--- src/rtl/mem_bus_arbiter_if.sv ---
// Signal bundle between the CPU port, the FPGA I/O port, the arbiter and the data memory.
// master = arbiter view; slave = environment (requesters + memory) view.
interface mem_bus_arbiter_if #(
    parameter int unsigned ADDR_W = 32,
    parameter int unsigned DATA_W = 32
);
    logic              cpu_req;
    logic              cpu_we;
    logic [ADDR_W-1:0] cpu_addr;
    logic [DATA_W-1:0] cpu_wdata;
    logic [DATA_W-1:0] cpu_rdata;
    logic              cpu_ack;
    logic              cpu_err;

    logic              fpga_req;
    logic              fpga_we;
    logic [ADDR_W-1:0] fpga_addr;
    logic [DATA_W-1:0] fpga_wdata;
    logic [DATA_W-1:0] fpga_rdata;
    logic              fpga_ack;
    logic              fpga_err;

    logic              mem_req;
    logic              mem_we;
    logic [ADDR_W-1:0] mem_addr;
    logic [DATA_W-1:0] mem_wdata;
    logic [DATA_W-1:0] mem_rdata;
    logic              mem_ack;

    logic [1:0]        grant;

    modport master (
        input  cpu_req, cpu_we, cpu_addr, cpu_wdata,
        output cpu_rdata, cpu_ack, cpu_err,
        input  fpga_req, fpga_we, fpga_addr, fpga_wdata,
        output fpga_rdata, fpga_ack, fpga_err,
        output mem_req, mem_we, mem_addr, mem_wdata,
        input  mem_rdata, mem_ack,
        output grant
    );

    modport slave (
        output cpu_req, cpu_we, cpu_addr, cpu_wdata,
        input  cpu_rdata, cpu_ack, cpu_err,
        output fpga_req, fpga_we, fpga_addr, fpga_wdata,
        input  fpga_rdata, fpga_ack, fpga_err,
        input  mem_req, mem_we, mem_addr, mem_wdata,
        output mem_rdata, mem_ack,
        input  grant
    );
endinterface

--- src/rtl/mem_bus_arbiter.sv ---
// Round-robin arbiter sharing one data-memory port between the CPU and the FPGA I/O controller,
// one latched transaction at a time with a bounded wait for the memory ack.
module mem_bus_arbiter #(
    parameter int unsigned ADDR_W  = 32,
    parameter int unsigned DATA_W  = 32,
    parameter int unsigned TIMEOUT = 255
) (
    input  logic                  clk,
    input  logic                  rst,
    mem_bus_arbiter_if.master     bus
);

    localparam int unsigned CNT_W = $clog2(TIMEOUT + 1);
    localparam logic [CNT_W-1:0] CNT_LAST = CNT_W'(TIMEOUT - 1);
    localparam logic [CNT_W-1:0] CNT_MAX  = '1;

    typedef enum logic [1:0] {
        S_IDLE,
        S_ACCESS,
        S_RESP
    } state_t;

    state_t              state_q, state_d;
    logic [1:0]          grant_q, grant_d;
    logic                last_fpga_q, last_fpga_d;
    logic                we_q, we_d;
    logic [ADDR_W-1:0]   addr_q, addr_d;
    logic [DATA_W-1:0]   wdata_q, wdata_d;
    logic [CNT_W-1:0]    cnt_q, cnt_d;
    logic [DATA_W-1:0]   cpu_rdata_q, cpu_rdata_d;
    logic [DATA_W-1:0]   fpga_rdata_q, fpga_rdata_d;
    logic                cpu_ack_q, cpu_ack_d;
    logic                cpu_err_q, cpu_err_d;
    logic                fpga_ack_q, fpga_ack_d;
    logic                fpga_err_q, fpga_err_d;
    logic                pick_fpga;

    // State register and all latched transaction/response values.
    always_ff @(posedge clk) begin
        if (rst) begin
            state_q      <= S_IDLE;
            grant_q      <= 2'b00;
            last_fpga_q  <= 1'b0;
            we_q         <= 1'b0;
            addr_q       <= '0;
            wdata_q      <= '0;
            cnt_q        <= '0;
            cpu_rdata_q  <= '0;
            fpga_rdata_q <= '0;
            cpu_ack_q    <= 1'b0;
            cpu_err_q    <= 1'b0;
            fpga_ack_q   <= 1'b0;
            fpga_err_q   <= 1'b0;
        end else begin
            state_q      <= state_d;
            grant_q      <= grant_d;
            last_fpga_q  <= last_fpga_d;
            we_q         <= we_d;
            addr_q       <= addr_d;
            wdata_q      <= wdata_d;
            cnt_q        <= cnt_d;
            cpu_rdata_q  <= cpu_rdata_d;
            fpga_rdata_q <= fpga_rdata_d;
            cpu_ack_q    <= cpu_ack_d;
            cpu_err_q    <= cpu_err_d;
            fpga_ack_q   <= fpga_ack_d;
            fpga_err_q   <= fpga_err_d;
        end
    end

    // FPGA wins when alone, or when both ask and the CPU was served last.
    assign pick_fpga = bus.fpga_req & (~bus.cpu_req | ~last_fpga_q);

    always_comb begin
        state_d      = state_q;
        grant_d      = grant_q;
        last_fpga_d  = last_fpga_q;
        we_d         = we_q;
        addr_d       = addr_q;
        wdata_d      = wdata_q;
        cnt_d        = cnt_q;
        cpu_rdata_d  = cpu_rdata_q;
        fpga_rdata_d = fpga_rdata_q;
        cpu_ack_d    = 1'b0;
        cpu_err_d    = 1'b0;
        fpga_ack_d   = 1'b0;
        fpga_err_d   = 1'b0;

        case (state_q)
            S_IDLE: begin
                if (bus.cpu_req || bus.fpga_req) begin
                    grant_d = pick_fpga ? 2'b10 : 2'b01;
                    we_d    = pick_fpga ? bus.fpga_we    : bus.cpu_we;
                    addr_d  = pick_fpga ? bus.fpga_addr  : bus.cpu_addr;
                    wdata_d = pick_fpga ? bus.fpga_wdata : bus.cpu_wdata;
                    cnt_d   = '0;
                    state_d = S_ACCESS;
                end
            end

            S_ACCESS: begin
                if (bus.mem_ack) begin
                    if (!we_q) begin
                        if (grant_q[1]) fpga_rdata_d = bus.mem_rdata;
                        else            cpu_rdata_d  = bus.mem_rdata;
                    end
                    cpu_ack_d  = grant_q[0];
                    fpga_ack_d = grant_q[1];
                    state_d    = S_RESP;
                end else if (cnt_q == CNT_LAST) begin
                    cpu_ack_d  = grant_q[0];
                    cpu_err_d  = grant_q[0];
                    fpga_ack_d = grant_q[1];
                    fpga_err_d = grant_q[1];
                    state_d    = S_RESP;
                end else if (cnt_q != CNT_MAX) begin
                    cnt_d = cnt_q + CNT_W'(1);
                end
            end

            S_RESP: begin
                last_fpga_d = grant_q[1];
                grant_d     = 2'b00;
                state_d     = S_IDLE;
            end

            default: begin
                grant_d = 2'b00;
                state_d = S_IDLE;
            end
        endcase
    end

    assign bus.mem_req    = (state_q == S_ACCESS);
    assign bus.mem_we     = (state_q == S_ACCESS) & we_q;
    assign bus.mem_addr   = addr_q;
    assign bus.mem_wdata  = wdata_q;
    assign bus.grant      = grant_q;
    assign bus.cpu_rdata  = cpu_rdata_q;
    assign bus.cpu_ack    = cpu_ack_q;
    assign bus.cpu_err    = cpu_err_q;
    assign bus.fpga_rdata = fpga_rdata_q;
    assign bus.fpga_ack   = fpga_ack_q;
    assign bus.fpga_err   = fpga_err_q;

endmodule

--- src/flat_wrapper.sv ---
// flat-port wrapper written by rule: the top's interface ports become plain ports
module mem_bus_arbiter_flat 
#(
    parameter int unsigned ADDR_W  = 32,
    parameter int unsigned DATA_W  = 32,
    parameter int unsigned TIMEOUT = 255
)
  (clk, rst, bus_cpu_req, bus_cpu_we, bus_cpu_addr, bus_cpu_wdata, bus_cpu_rdata, bus_cpu_ack, bus_cpu_err, bus_fpga_req, bus_fpga_we, bus_fpga_addr, bus_fpga_wdata, bus_fpga_rdata, bus_fpga_ack, bus_fpga_err, bus_mem_req, bus_mem_we, bus_mem_addr, bus_mem_wdata, bus_mem_rdata, bus_mem_ack, bus_grant);
  mem_bus_arbiter_if #(.ADDR_W(ADDR_W), .DATA_W(DATA_W)) bus_i ();
  input  logic clk;
  input  logic rst;
  input wire logic [$bits(bus_i.cpu_req)-1:0] bus_cpu_req;
  input wire logic [$bits(bus_i.cpu_we)-1:0] bus_cpu_we;
  input wire logic [$bits(bus_i.cpu_addr)-1:0] bus_cpu_addr;
  input wire logic [$bits(bus_i.cpu_wdata)-1:0] bus_cpu_wdata;
  output wire logic [$bits(bus_i.cpu_rdata)-1:0] bus_cpu_rdata;
  output wire logic [$bits(bus_i.cpu_ack)-1:0] bus_cpu_ack;
  output wire logic [$bits(bus_i.cpu_err)-1:0] bus_cpu_err;
  input wire logic [$bits(bus_i.fpga_req)-1:0] bus_fpga_req;
  input wire logic [$bits(bus_i.fpga_we)-1:0] bus_fpga_we;
  input wire logic [$bits(bus_i.fpga_addr)-1:0] bus_fpga_addr;
  input wire logic [$bits(bus_i.fpga_wdata)-1:0] bus_fpga_wdata;
  output wire logic [$bits(bus_i.fpga_rdata)-1:0] bus_fpga_rdata;
  output wire logic [$bits(bus_i.fpga_ack)-1:0] bus_fpga_ack;
  output wire logic [$bits(bus_i.fpga_err)-1:0] bus_fpga_err;
  output wire logic [$bits(bus_i.mem_req)-1:0] bus_mem_req;
  output wire logic [$bits(bus_i.mem_we)-1:0] bus_mem_we;
  output wire logic [$bits(bus_i.mem_addr)-1:0] bus_mem_addr;
  output wire logic [$bits(bus_i.mem_wdata)-1:0] bus_mem_wdata;
  input wire logic [$bits(bus_i.mem_rdata)-1:0] bus_mem_rdata;
  input wire logic [$bits(bus_i.mem_ack)-1:0] bus_mem_ack;
  output wire logic [$bits(bus_i.grant)-1:0] bus_grant;
  assign bus_i.cpu_req = bus_cpu_req;
  assign bus_i.cpu_we = bus_cpu_we;
  assign bus_i.cpu_addr = bus_cpu_addr;
  assign bus_i.cpu_wdata = bus_cpu_wdata;
  assign bus_cpu_rdata = bus_i.cpu_rdata;
  assign bus_cpu_ack = bus_i.cpu_ack;
  assign bus_cpu_err = bus_i.cpu_err;
  assign bus_i.fpga_req = bus_fpga_req;
  assign bus_i.fpga_we = bus_fpga_we;
  assign bus_i.fpga_addr = bus_fpga_addr;
  assign bus_i.fpga_wdata = bus_fpga_wdata;
  assign bus_fpga_rdata = bus_i.fpga_rdata;
  assign bus_fpga_ack = bus_i.fpga_ack;
  assign bus_fpga_err = bus_i.fpga_err;
  assign bus_mem_req = bus_i.mem_req;
  assign bus_mem_we = bus_i.mem_we;
  assign bus_mem_addr = bus_i.mem_addr;
  assign bus_mem_wdata = bus_i.mem_wdata;
  assign bus_i.mem_rdata = bus_mem_rdata;
  assign bus_i.mem_ack = bus_mem_ack;
  assign bus_grant = bus_i.grant;
  mem_bus_arbiter #(.ADDR_W(ADDR_W), .DATA_W(DATA_W), .TIMEOUT(TIMEOUT)) u_core (.clk(clk), .rst(rst), .bus(bus_i));
endmodule
--- config.mk ---
export PLATFORM = sky130hd
export DESIGN_NAME = mem_bus_arbiter_flat
export DESIGN_NICKNAME = d
export VERILOG_FILES = /design/src/rtl/mem_bus_arbiter_if.sv /design/src/rtl/mem_bus_arbiter.sv /design/src/flat_wrapper.sv
export SDC_FILE = /design/constraint.sdc
export NUM_CORES = 1
export LEC_CHECK = 0
export CORE_ASPECT_RATIO = 1.1
export CORE_UTILIZATION = 38
export DETAILED_ROUTE_END_ITERATION = 6
export PLACE_DENSITY = 0.8
export SETUP_SLACK_MARGIN = 0.02
export SLEW_MARGIN = 20
export SYNTH_ARGS = -nofsm -noshare
export SYNTH_HDL_FRONTEND = slang
export SYNTH_SLANG_ARGS = --single-unit
--- constraint.sdc ---
create_clock -name clk -period 2.25 [get_ports clk]
set_clock_uncertainty 0.05 [all_clocks]
set_input_delay 0.225 -clock clk [delete_from_list [all_inputs] [get_ports clk]]
set_output_delay 0.225 -clock clk [all_outputs]
set_load 0.01 [all_outputs]
Word level (Yosys, flattened, before mapping):

Cells that the tools add are included.

* word-level logic and storage cells: 61
* output and inout port bits: 136
* input port bits: 167
* bits in registers: 146

* multiplexer cells: 19
* reductions and logical operators: 11
* add/sub/neg operators: 1
* bitwise operators: 8
* equal/unequal tests: 9

Operator list (count)
* $mux 32: 2
* $mux 8: 4
* $pmux 8 s2: 1
* $mux 2: 5
* $add 8x1->8 const B: 1
* $eq 8x8->1 const B: 1
* $ne 8x8->1 const B: 1
* $pmux 2 s2: 2
* $reduce_and 4->1: 2
* $reduce_and 2->1: 3
* $mux 1: 5
* $not 1->1: 5
* $reduce_and 5->1: 1
* $ne 2x1->1 const B: 2
* $ne 2x2->1 const B: 2
* $ne 3x1->1 const B: 1
* $reduce_or 3->1: 1
* $and 1x1->1: 2
* $eq 2x1->1 const B: 1
* $eq 2x2->1 const B: 1
* $logic_not 2->1: 1
* $reduce_bool 2->1: 1
* $reduce_or 2->1: 1
* $logic_or 1x1->1: 1
* $or 1x1->1: 1

Longest topological paths before layout:

* word-level depth: 6
* depth in mapped cells: 7
* mapped depth without buffers: 6

Worst setup path after synthesis:

No wires, ideal clock.

* path kind: reg2reg
* start point: register u_core.state_q[1]
* end point: register u_core.cpu_rdata_q[10] (netlist: u_core.bus.cpu_rdata[10])
* cell stages (with the launch flop): 8
* buffers on the path: 3
* period minus slack after synthesis: 1.621 ns
* path slack: 0.629 ns
* required time: 2.068 ns
* library setup time: 0.132 ns
* arrival time: 1.439 ns
* cell sequence: dfxtp_1 buf_4 nand2b_4 or4_1 clkbuf_1 clkbuf_1 nand2_1 a21oi_1

* word-level cells in the longest chain between the ends: 2

Ends and longest elaborated chain
* start, declared: line mem_bus_arbiter.sv:23 `state_t state_q, state_d;`
* start signal, assigned: line mem_bus_arbiter.sv:55 `state_q <= state_d;`
* $eq 2x1->1: line mem_bus_arbiter.sv:89 `case (state_q)`
* $reduce_and 4->1 (no source line)
* end signal, assigned: line mem_bus_arbiter.sv:62 `cpu_rdata_q <= cpu_rdata_d;`
* end, declared: line mem_bus_arbiter.sv:30 `logic [DATA_W-1:0] cpu_rdata_q, cpu_rdata_d;`

Every way passes these cells.
A chain may end at the register's enable or synchronous reset.

Worst setup path after layout:

* start point: register u_core.state_q[0]
* end point: output port bus_mem_we

* word-level cells in the longest chain between the ends: 2

Ends and longest elaborated chain
* $eq 2x1->1: line mem_bus_arbiter.sv:135 `assign bus.mem_we = (state_q == S_ACCESS) & we_q;`
* $and 1x1->1: line mem_bus_arbiter.sv:135
* end, declared: line flat_wrapper.sv:27 `output wire logic [$bits(bus_i.mem_we)-1:0] bus_mem_we;`

Every way passes these cells.

==> impl_metrics.env <==
export IMPL_status="complete, but fails checks"
export IMPL_failed_checks="design-rule violations"
export IMPL_clock_sinks=146
export IMPL_drc_errors=3
export IMPL_routed_via_count=5763
export IMPL_final_setup_viol_count=0
export IMPL_crit_chain="nand2b_4, inv_1, and2_1, clkdlybuf4s50_1"
export IMPL_hold_buffers=0
export IMPL_maxSlewViolCount=0
export IMPL_synth_area_sq_um=5370
export IMPL_crit_buf_inv=2
export IMPL_synth_warnings=0
export IMPL_cts_resized=0
export IMPL_crit_arrival_ps=1770
export IMPL_fin_crit_ps=2040
export IMPL_top_layer="met4"
export IMPL_ys_seq_area_share_pct=54.4
export IMPL_met2_length_um=9270
export IMPL_drtIter0Drc=562
export IMPL_overflow=0
export IMPL_synth_top_family_by_area="compound AO/OA/AOI/OAI gates"
export IMPL_grt_pass1_wl_um=28900
export IMPL_crit_path_max_incr_delay_ps=540
export IMPL_yosysMostFrequentCell="dfxtp_1"
export IMPL_syn_nets=767
export IMPL_cts_htree_levels=4
export IMPL_final_setup_tns_ps=0
export IMPL_m1WireLength_um=7280
export IMPL_synth_commonest_cells="dfxtp_1, nand2_1, nor2_1"
export IMPL_cp_required_ps=1980
export IMPL_ir_drop_mv=0.487
export IMPL_slowest_stage="clkdlybuf4s50_1"
export IMPL_power_density_nw_per_um2=721
export IMPL_wl_um=19100
export IMPL_critical_path_class="reg2out"
export IMPL_synth_top_area_cell="dfxtp_1"
export IMPL_fmax_mhz=490
export IMPL_synthAdderAreaFrac_pct=0.466
export IMPL_synth_xor_area_share_pct=0
export IMPL_grt_max_degree=69
export IMPL_max_slew_margin_pct=49.2
export IMPL_globalplace_congestion=0.936
export IMPL_cp_top_family="buffers and inverters"
export IMPL_clock_latency_ps=410
export IMPL_power_w=0.00666
export IMPL_io_pins=303
export IMPL_yosys_area_share_simple_pct=18.6
export IMPL_synth_area_leaders="dfxtp_1, a222oi_1, nand2_1"
export IMPL_cts_setup_buffers=0
export IMPL_dieArea_sq_um=14600
export IMPL_firstDrtPassIters=7
export IMPL_period_share_pct=90.8
export IMPL_cts_buffers=17
export IMPL_ys_types=46
export IMPL_drtAntennaViolNets=0
export IMPL_synthCells=598
export IMPL_die_width_um=115
export IMPL_yosysTopAreaCellShare_pct=54.4
export IMPL_antenna_found_initial=0
export IMPL_worstMarginPinSlew_ps=762
export IMPL_synthArstFlopShare_pct=0
export IMPL_path_max_fanout=6
export IMPL_die_h_um=127
export IMPL_max_cap_viol_count=0
export IMPL_drive_gt1_share_pct=7.12
export IMPL_synthFlopType="dfxtp_1"
export IMPL_synth_edf_count=0
export IMPL_antennaDiodeCount=0
export IMPL_cp_end_kind="output pin"
export IMPL_core_area_sq_um=13800
export IMPL_synth_seq_cells=146
export IMPL_cts_tree="built"
export IMPL_syn_avg_cell_area_sq_um=8.98
export IMPL_nets=1055
export IMPL_root_buffer="clkbuf_16"
export IMPL_dp_hpwl_um=13900
export IMPL_grt_pass1_vias=5495
export IMPL_wl_met3_um=1980
export IMPL_synthMuxAreaShare_pct=0
export IMPL_p_leak_nw=3.26
export IMPL_portBuffers=302
export IMPL_gr_usage_all_layers_pct=25.7
export IMPL_hold_ws_ps=326
export IMPL_start_kind="flop"
export IMPL_via_per_inst=5.30
export IMPL_start_util_pct=38.9
export IMPL_hold_viol=0
export IMPL_clock_path_buffers=2
export IMPL_cts_clk_slew_worst_paths_ps=60
export IMPL_syn2layout_area_growth_pct=72.1
export IMPL_synth_compound_area_share_pct=21.9
export IMPL_rsz0062_at_grt="no"
export IMPL_wl_per_cell_um=17.5
export IMPL_num_rows=45
export IMPL_hold_path_class="in2reg"
-- stage by stage --
| step | util (%) | worst slack [ps] | std cells | instance area [sq um] |
|---|---|---|---|---|
| 2_1_floorplan | - | 629 | 598 | 5370 |
| 3_3_place_gp | 62.9 | 227 | 1055 | 8680 |
| 3_5_place_dp | 62.9 | 179 | 1055 | 8680 |
| 4_1_cts | 67.0 | 196 | 1087 | 9240 |
| 5_1_grt | 67.0 | 104 | 1087 | 9240 |
| 6_report | 67.0 | 207 | 1087 | 9240 |
-- power breakdown --
part,switching [W],internal (W)
combinational,0.000519,0.000677
sequential,0.0000826,0.00272
clock,0.00109,0.00157
total,0.00169,0.00497
-- layout by cell type (no fill, tap or decap), types with 2 or more instances in the layout --
master	count
clkbuf_8	2
a21oi_1	70
nand3_1	7
buf_4	14
a311oi_1	2
clkinv_2	5
and2_1	3
a222oi_1	65
or3_1	3
ha_1	2
buf_12	7
or4_1	2
a41oi_1	2
a31oi_1	3
inv_1	5
nor4b_1	2
nand3b_1	2
nor2_1	72
clkdlybuf4s50_1	301
nand2_1	133
dfxtp_1	146
clkbuf_16	17
clkinvlp_4	5
-- layer usage --
metal / GRT usage (%) / vias up
met5: 0 / -
met4: 11.2 / 0
met3: 9.70 / 34
met2: 43.0 / 289
met1: 29.0 / 2692
li1: - / 2748
-- cell families after synthesis --
logic type,Yosys count
compound gates,155
buf+inv,59
flops,146
simple gates,236
fa+ha+maj,2
-- worst register-to-register path, cell delays in order (launching register included) --
cell,delay (ps)
dfxtp_1,400
ha_1,300
nor2_1,110
o31ai_2,470
nand2_1,200
a311oi_1,310
-- cell type report --
class / count / area, sq um
fill: 1106 / 4550
timing repair buffer: 322 / 3260
sequential: 146 / 2920
multi-input combinational: 393 / 2240
clock buffer: 19 / 453
tap: 188 / 235
clock inverter: 13 / 110
inverter: 6 / 22.5
-- final timing paths --
path / startpoint / endpoint / slack, ps / depth (start not counted)
setup / recovery: u_core.state_q[0] / bus_mem_we / 210 / 4
hold / removal: rst / u_core.bus.cpu_rdata[17] / 330 / 2
setup reg to reg: u_core.cnt_q[1] / u_core.cnt_q[4] / 310 / 5
hold reg to reg: u_core.bus.cpu_rdata[9] / u_core.bus.cpu_rdata[9] / 400 / 2
-- registers in the layout (all words and copies together), names as in the netlist --
name / count
u_core.bus.cpu_ack: 1
u_core.bus.cpu_err: 1
u_core.bus.cpu_rdata: 32
u_core.bus.fpga_ack: 1
u_core.bus.fpga_err: 1
u_core.bus.fpga_rdata: 32
u_core.bus.grant: 2
u_core.bus.mem_addr: 32
u_core.bus.mem_wdata: 32
u_core.cnt_q: 8
u_core.last_fpga_q: 1
u_core.state_q: 2
u_core.we_q: 1
No activity file was read; power rests on OpenSTA's default activity.
